### config.mk
export PLATFORM = sky130hd
export DESIGN_NAME = traffic_light_ctrl_flat
export DESIGN_NICKNAME = d
export VERILOG_FILES = /design/src/rtl/traffic_light_ctrl_if.sv /design/src/rtl/traffic_light_ctrl.sv /design/src/flat_wrapper.sv
export SDC_FILE = /design/constraint.sdc
export NUM_CORES = 1
export LEC_CHECK = 0
export CORE_AREA = 10 10 50 60
export DETAILED_ROUTE_END_ITERATION = 6
export DIE_AREA = 0 0 60 70
export GPL_ROUTABILITY_DRIVEN = 0
export PLACE_DENSITY = 0.68
export SLEW_MARGIN = 20
export SYNTH_ARGS = -nofsm -noshare
export SYNTH_HDL_FRONTEND = slang
export SYNTH_SLANG_ARGS = --single-unit
### constraint.sdc
create_clock -name clock -period 2.3 [get_ports clock]
set_clock_uncertainty 0.2 [all_clocks]
set_input_delay 0.46 -clock clock [delete_from_list [all_inputs] [get_ports clock]]
set_output_delay 0.46 -clock clock [all_outputs]
set_load 0.01 [all_outputs]
### src/rtl/traffic_light_ctrl_if.sv
// Traffic controller signal bundle: timer handshake, sensor/button inputs, lamp outputs.
// The master modport drives the inputs (environment/bench); the slave modport is the controller.
// Pure wiring; carries no state of its own.
interface traffic_light_ctrl_if;
  logic       sensor;
  logic       walk_request;
  logic       expired;
  logic [4:0] value;
  logic       start_timer;
  logic [2:0] main_light;
  logic [2:0] side_light;
  logic       walk;

  modport master (
    output sensor,
    output walk_request,
    output expired,
    input  value,
    input  start_timer,
    input  main_light,
    input  side_light,
    input  walk
  );

  modport slave (
    input  sensor,
    input  walk_request,
    input  expired,
    output value,
    output start_timer,
    output main_light,
    output side_light,
    output walk
  );
endinterface

### src/rtl/traffic_light_ctrl.sv
// Intersection sequencer driving main/side lamps, a pedestrian walk lamp and an external Timer.
// Latency: a qualified expiry in cycle M shows the next state's lamps and load pulse in cycle M+1.
// Backpressure: none; expiry is ignored in the load cycle and the one after, so stale levels never skip a state.
module traffic_light_ctrl #(
  parameter logic [4:0] T_MAIN_GREEN = 5'd10,
  parameter logic [4:0] T_SIDE_GREEN = 5'd6,
  parameter logic [4:0] T_YELLOW     = 5'd3,
  parameter logic [4:0] T_ALL_RED    = 5'd1,
  parameter logic [4:0] T_WALK       = 5'd8
) (
  input  logic                 clock,
  input  logic                 reset,
  traffic_light_ctrl_if.slave  bus
);

  localparam logic [2:0] IDLE        = 3'd0;
  localparam logic [2:0] MAIN_GREEN  = 3'd1;
  localparam logic [2:0] MAIN_YELLOW = 3'd2;
  localparam logic [2:0] ALL_RED1    = 3'd3;
  localparam logic [2:0] SIDE_GREEN  = 3'd4;
  localparam logic [2:0] SIDE_YELLOW = 3'd5;
  localparam logic [2:0] WALK        = 3'd6;
  localparam logic [2:0] ALL_RED2    = 3'd7;

  // Lamp encoding {red,yellow,green}
  localparam logic [2:0] LAMP_R = 3'b100;
  localparam logic [2:0] LAMP_Y = 3'b010;
  localparam logic [2:0] LAMP_G = 3'b001;

  logic [2:0] state;
  logic [2:0] state_nxt;
  logic       advance;
  logic       start_q;
  logic       start_d;
  logic [4:0] value_q;
  logic [2:0] main_q;
  logic [2:0] side_q;
  logic       walk_q;
  logic       walk_pending;
  logic       expired_ok;

  // Timer load value for the state being entered
  function automatic logic [4:0] duration(input logic [2:0] st);
    case (st)
      MAIN_GREEN:  duration = T_MAIN_GREEN;
      MAIN_YELLOW: duration = T_YELLOW;
      ALL_RED1:    duration = T_ALL_RED;
      SIDE_GREEN:  duration = T_SIDE_GREEN;
      SIDE_YELLOW: duration = T_YELLOW;
      WALK:        duration = T_WALK;
      ALL_RED2:    duration = T_ALL_RED;
      default:     duration = 5'd0;
    endcase
  endfunction

  function automatic logic [2:0] main_lamp(input logic [2:0] st);
    case (st)
      MAIN_GREEN:  main_lamp = LAMP_G;
      MAIN_YELLOW: main_lamp = LAMP_Y;
      default:     main_lamp = LAMP_R;
    endcase
  endfunction

  function automatic logic [2:0] side_lamp(input logic [2:0] st);
    case (st)
      SIDE_GREEN:  side_lamp = LAMP_G;
      SIDE_YELLOW: side_lamp = LAMP_Y;
      default:     side_lamp = LAMP_R;
    endcase
  endfunction

  // The Timer needs the load pulse plus one cycle before its expired level reflects the new count
  assign expired_ok = bus.expired && !start_q && !start_d;

  // Next-state selection; advance marks an edge on which a state (re)entry happens
  always_comb begin
    state_nxt = state;
    advance   = 1'b0;
    case (state)
      IDLE: begin
        advance   = 1'b1;
        state_nxt = MAIN_GREEN;
      end
      MAIN_GREEN: begin
        if (expired_ok) begin
          advance   = 1'b1;
          state_nxt = (bus.sensor || walk_pending) ? MAIN_YELLOW : MAIN_GREEN;
        end
      end
      MAIN_YELLOW: begin
        if (expired_ok) begin
          advance   = 1'b1;
          state_nxt = ALL_RED1;
        end
      end
      ALL_RED1: begin
        if (expired_ok) begin
          advance   = 1'b1;
          state_nxt = walk_pending ? WALK : SIDE_GREEN;
        end
      end
      SIDE_GREEN: begin
        if (expired_ok) begin
          advance   = 1'b1;
          state_nxt = SIDE_YELLOW;
        end
      end
      SIDE_YELLOW: begin
        if (expired_ok) begin
          advance   = 1'b1;
          state_nxt = ALL_RED2;
        end
      end
      WALK: begin
        if (expired_ok) begin
          advance   = 1'b1;
          state_nxt = ALL_RED2;
        end
      end
      ALL_RED2: begin
        if (expired_ok) begin
          advance   = 1'b1;
          state_nxt = MAIN_GREEN;
        end
      end
      default: begin
        advance   = 1'b1;
        state_nxt = IDLE;
      end
    endcase
  end

  // State, timer load and lamp registers all update together on a state entry
  always_ff @(posedge clock or negedge reset) begin
    if (!reset) begin
      state   <= IDLE;
      start_q <= 1'b0;
      start_d <= 1'b0;
      value_q <= 5'd0;
      main_q  <= LAMP_R;
      side_q  <= LAMP_R;
      walk_q  <= 1'b0;
    end else begin
      start_q <= advance;
      start_d <= start_q;
      if (advance) begin
        state   <= state_nxt;
        value_q <= duration(state_nxt);
        main_q  <= main_lamp(state_nxt);
        side_q  <= side_lamp(state_nxt);
        walk_q  <= (state_nxt == WALK);
      end
    end
  end

  // Pedestrian request latch: cleared on WALK entry, requests while in WALK are absorbed
  always_ff @(posedge clock or negedge reset) begin
    if (!reset) begin
      walk_pending <= 1'b0;
    end else if (advance && state_nxt == WALK) begin
      walk_pending <= 1'b0;
    end else if (bus.walk_request && state != WALK) begin
      walk_pending <= 1'b1;
    end
  end

  assign bus.start_timer = start_q;
  assign bus.value       = value_q;
  assign bus.main_light  = main_q;
  assign bus.side_light  = side_q;
  assign bus.walk        = walk_q;

endmodule

### src/flat_wrapper.sv
// flat-port wrapper written by rule: the top's interface ports become plain ports
module traffic_light_ctrl_flat 
#(
  parameter logic [4:0] T_MAIN_GREEN = 5'd10,
  parameter logic [4:0] T_SIDE_GREEN = 5'd6,
  parameter logic [4:0] T_YELLOW     = 5'd3,
  parameter logic [4:0] T_ALL_RED    = 5'd1,
  parameter logic [4:0] T_WALK       = 5'd8
)
  (clock, reset, bus_sensor, bus_walk_request, bus_expired, bus_value, bus_start_timer, bus_main_light, bus_side_light, bus_walk);
  traffic_light_ctrl_if bus_i ();
  input  logic clock;
  input  logic reset;
  input wire logic [$bits(bus_i.sensor)-1:0] bus_sensor;
  input wire logic [$bits(bus_i.walk_request)-1:0] bus_walk_request;
  input wire logic [$bits(bus_i.expired)-1:0] bus_expired;
  output wire logic [$bits(bus_i.value)-1:0] bus_value;
  output wire logic [$bits(bus_i.start_timer)-1:0] bus_start_timer;
  output wire logic [$bits(bus_i.main_light)-1:0] bus_main_light;
  output wire logic [$bits(bus_i.side_light)-1:0] bus_side_light;
  output wire logic [$bits(bus_i.walk)-1:0] bus_walk;
  assign bus_i.sensor = bus_sensor;
  assign bus_i.walk_request = bus_walk_request;
  assign bus_i.expired = bus_expired;
  assign bus_value = bus_i.value;
  assign bus_start_timer = bus_i.start_timer;
  assign bus_main_light = bus_i.main_light;
  assign bus_side_light = bus_i.side_light;
  assign bus_walk = bus_i.walk;
  traffic_light_ctrl #(.T_MAIN_GREEN(T_MAIN_GREEN), .T_SIDE_GREEN(T_SIDE_GREEN), .T_YELLOW(T_YELLOW), .T_ALL_RED(T_ALL_RED), .T_WALK(T_WALK)) u_core (.clock(clock), .reset(reset), .bus(bus_i));
endmodule
== After elaboration in Yosys (flattened, before gate mapping) ==
Cells that the tools add are included.
Storage, ports and cells
  register bits: 18
  bits of input ports: 5
  output and inout bits: 13
  logic and storage cells: 52
Cells by class
  eq/ne operators: 15
  multiplexer cells: 16
  reduce and logical (&&, ||, !) cells: 13
Operators by type and width (number)
  3-bit equality test, second input constant: 8
  3-bit case mux with 7 select lines: 1
  4-bit case mux with 5 select lines: 1
  3-bit 2-to-1 mux: 6
  3-bit by 2-bit equality test with 1-bit output, second input constant: 4
  3-bit case mux with 2 select lines: 2
  7-bit OR reduction: 1
  3-bit by 1-bit equality test with 1-bit output, second input constant: 2
  2-bit OR reduction: 3
  1-bit logical AND: 4
  2-bit 2-to-1 mux: 2
  3-bit logical NOT: 1
  1-bit 2-to-1 mux: 3
  3-bit != test, second input constant: 1
  1-bit logical NOT: 2
  1-bit case mux with 2 select lines: 1
  2-bit nonzero test: 1
  1-bit logical OR: 1

== Longest topological paths before layout ==
Gate-level depths: netlist (run 1).
  word-level depth: 8
  gate-level depth with buffers: 5
  depth with buffers taken out: 3

== Least setup slack after synthesis (run 1) ==
No wires, ideal clock.
  path kind: register to register
  from: reg u_core.start_q, in the netlist u_core.bus.start_timer
  to: reg u_core.main_q[0], in the netlist u_core.bus.main_light[0]
  setup time: 126 ps
  arrival time: 1380 ps
  required time: 1974 ps
  setup slack: 594 ps
  stages on the path, launching flop included: 5
  buffers on the path: 2
  clock period less this slack: 1706 ps
  cell sequence: dfrtp_1 > or3b_1 > buf_2 > buf_6 > a221o_1
Between the ends
  word-level cells in the longest chain between the ends: 7
  elaborated cells on any way between the ends: 15
  those cells by class: eq/ne (2); mux (10); reduce/logical (3)
RTL lines
  start: declaration: RTL line traffic_light_ctrl.sv:33  | logic start_q;
  start signal: assignment: RTL line traffic_light_ctrl.sv:144  | start_q <= advance;
  1-bit logical NOT (*): RTL line traffic_light_ctrl.sv:73  | assign expired_ok = bus.expired && !start_q && !start_d;
  1-bit logical AND (*) (2 in series): RTL line traffic_light_ctrl.sv:73
  3-bit 2-to-1 mux, or another cell as far along: RTL line traffic_light_ctrl.sv:121  | if (expired_ok) begin
  3-bit case mux with 7 select lines: RTL line traffic_light_ctrl.sv:79  | case (state)
  3-bit by 2-bit equality test with 1-bit output / 3-bit by 1-bit equality test with 1-bit output (equally long branches): RTL line traffic_light_ctrl.sv:57  | case (st)
  3-bit case mux with 2 select lines: RTL line traffic_light_ctrl.sv:57
  end signal: assignment: RTL line traffic_light_ctrl.sv:149  | main_q <= main_lamp(state_nxt);
  end: declaration: RTL line traffic_light_ctrl.sv:36  | logic [2:0] main_q;
Every way passes the cells marked *; elsewhere a longest branch is shown, timed or not.
A chain may end at the register's enable or synchronous reset.

== Worst setup path after layout (run 1) ==
  from: reg u_core.side_q[2], in the netlist u_core.bus.side_light[2]
  to: out bus_side_light[2]
RTL lines
  start: declaration: RTL line traffic_light_ctrl.sv:37  | logic [2:0] side_q;
  start signal: assignment: RTL line traffic_light_ctrl.sv:150  | side_q <= side_lamp(state_nxt);
  end: declaration: RTL line flat_wrapper.sv:20  | output wire logic [$bits(bus_i.side_light)-1:0] bus_side_light;
No word-level cell between the ends.

==> metrics.cfg, run 1 <==
[clocking]
cts.repair.resized = 0
cts_buffers = 3
ctsHoldBuffers = 0
htreeDepth = 1
clockRootBuffer = clkbuf_4
cts.sinks = 17
path_clk_slew_ns = 0.10
clk_latency_ns = 0.29
post-cts-setup-buffers = 0
clock_path_buffers = 2
tritoncts = done

[run]
drv_cap = 0

[pwr]
switching_share_pct = 39.6
p_switching_w = 0.000596
sequentialPowerShare_pct = 41.2
pwr-share-clk_pct = 10.7
leakagePower_nw = 0.437
internal_power_w = 0.000909
combPwrFrac_pct = 48.1
ir_drop_mv = 0.578
power_density_mw_per_mm2 = 1440

[floorplan]
ios = 18
die_y_um = 70
row_count = 18
die_area_mm2 = 0.00420
core_area_mm2 = 0.00194
die_x_um = 60
initial_core_util_pct = 43.8

[sta]
rsz0062_at_grt = no
hold_violations = 0
tightest_slew_ns = 0.524
report.final.setup_viol = 0
finalCritPeriodShare_pct = 88.2
max_clock_freq_mhz = 493
maxSlewHeadroom_pct = 64.8
maxSlewViolCount = 0
fin_crit_ns = 2.03
finalSetupTns_ns = 0

[final_layout]
layout.cells.non_filler = 120
drive_gt1_share_pct = 12.0
diodes = 0
regArea_um2 = 428
multi_input_area_um2 = 365
fillCellCount = 186
syn2layout_area_growth_pct = 22.9
fin_nets = 106

[worst_setup_path]
crit_chain = clkdlybuf4s50_1
cp_num_buf_inv = 1
worstPathMaxFanout = 3
start_kind = flip-flop
max_stage_delay_ns = 0.55
path_delay_family = flip-flops
end_kind = output port
slowest_stage = dfstp_2
cp.arrival_ns = 1.37
path_class = reg -> out
crit_required_ns = 1.64

[detailed_routing]
drt_iter0_markers = 30
vias = 701
remaining_drc_errors = 0
ant_nets = 0
wl_um = 1820
wire_per_inst_um = 15.1
vias_per_cell = 5.84
drt_first_pass_iters = 4

[synthesis]
yosys_warnings = 0
synth-seq-area-share_pct = 50.4
synth_edf_count = 0
syn_area_um2 = 848
avgSynthCellArea_um2 = 10.1
synth_seq_cells = 17
async_flop_share_pct = 100
synth_fp_nets = 89
synth_cells = 84
synth_flop_cell = dfrtp_1
synthDistinctLibCells = 35

[global_routing]
antenna_found_initial = 0
grt_overflow_total = 0
grt_pass1_wl_um = 3090
grt_pass1_vias = 691
grt_use_total_pct = 9.05
grt_max_degree = 17

[run_status]
status = finished, final reports clean

[place]
port_buffers = 16
dp_hpwl_um = 1360
dp.cells = 116

[worst_hold_path]
hold_path_class = reg -> reg

power groups by stage:
| stage | sequential, W | combinational [W] | clock (W) |
|---|---|---|---|
| 6_report | 0.000619 | 0.000724 | 0.000162 |
| 5_1_grt | 0.000649 | 0.000811 | 0.000174 |
| 4_1_cts | 0.000618 | 0.000734 | 0.000164 |
| 3_5_place_dp | 0.000624 | 0.000732 | 0 |
| 3_3_place_gp | 0.000618 | 0.000712 | 0 |
| 2_1_floorplan | 0.000601 | 0.000452 | 0 |
worst paths after layout:
| path | start | to | slack (ns) | cells past startpoint |
|---|---|---|---|---|
| setup / recovery | u_core.bus.side_light[2] | bus_side_light[2] | 0.27 | 1 |
| hold / removal | u_core.bus.start_timer | u_core.start_d | 0.24 | 0 |
| setup reg to reg | u_core.bus.start_timer | u_core.bus.side_light[1] | 0.55 | 3 |
| hold reg to reg | u_core.bus.start_timer | u_core.start_d | 0.24 | 0 |
| max in group asynchronous | reset | u_core.bus.main_light[2] | 1.10 | 2 |
| min in group asynchronous | reset | u_core.state[2] | 0.25 | 1 |
stage by stage:
stage | total power [W] | utilization, % | setup WS, ns | cell area [um^2] | hold WS, ns
global placement | 0.00133 | 52.5 | 0.104 | 1020 | 0.214
floorplan | 0.00105 | - | 0.594 | 848 | -0.0356
CTS | 0.00152 | 53.8 | 0.255 | 1040 | 0.245
finish | 0.00150 | 53.8 | 0.272 | 1040 | 0.242
detailed placement | 0.00136 | 52.5 | 0.0683 | 1020 | 0.222
global route | 0.00163 | 53.8 | 0.231 | 1040 | 0.254
routing by layer:
layer | track usage [%] | vias to the layer above | part of all wire (%)
li1 | - | 334 | -
met1 | 10.5 | 337 | 41
met2 | 14.1 | 26 | 49
met3 | 3.44 | 4 | 8.2
met4 | 4.00 | 0 | 1.5
met5 | 0 | - | 0
synthesized netlist by cell type, types with 2 or more instances:
master	n	area, um^2
a21oi_1	6	30.0
a31oi_1	2	12.5
buf_2	2	10.0
clkbuf_1	3	11.3
dfrtp_1	15	375
dfstp_2	2	52.6
inv_1	4	15.0
mux2i_1	5	50.1
nand2_1	4	15.0
nand2b_1	3	18.8
nand3_1	2	10.0
nor2_1	7	26.3
nor3_1	2	10.0
o21ai_0	3	15.0
o2bb2ai_1	2	17.5
or2_2	2	12.5
or3_1	2	12.5
final cells by class:
class                   instances  area share [%]
repair buffers                 19            17.5
flip-flops and latches         17            41.1
clock buffers                   4            2.52
well taps                      20            2.40
inverters                       4            1.44
multi-input cells              56            35.1
registers in the layout, indices dropped and copies added (netlist names):
register,flops
u_core.bus.main_light,3
u_core.bus.side_light,3
u_core.bus.start_timer,1
u_core.bus.value,4
u_core.bus.walk,1
u_core.start_d,1
u_core.state,3
u_core.walk_pending,1
cell families after synthesis:
logic type / synth area share [%]
muxes: 5.90
xor gates and xnor gates: 1.03
and+or+nand+nor: 17.3
other: 0.442
buffers and inverters: 6.49
DFF: 50.4
AOI/OAI and AO/OA: 18.4
placed cells by master (no fill, tap or decap), types with 3 or more instances in the layout:
master | synthesis | layout
clkdlybuf4s50_1 | 0 | 16
buf_4 | 1 | 3
a21oi_1 | 6 | 6
dfrtp_1 | 15 | 15
o21ai_0 | 3 | 3
inv_1 | 4 | 4
nor2_1 | 7 | 7
mux2i_1 | 5 | 5
nand2b_1 | 3 | 3
clkbuf_4 | 0 | 3
nand2_1 | 4 | 4
Note: power is estimated with default switching activity, not from simulation.
==> run 2: changes to the inputs <==
--- a/config.mk
+++ b/config.mk
@@ -6,6 +6,7 @@
 export NUM_CORES = 1
 export LEC_CHECK = 0
 export CORE_AREA = 10 10 50 60
+export CTS_CLUSTER_DIAMETER = 30
 export DETAILED_ROUTE_END_ITERATION = 6
 export DIE_AREA = 0 0 60 70
 export GPL_ROUTABILITY_DRIVEN = 0
==> results of run 2 <==
The final DEF is identical to that of run 1; final timing and power are the same.
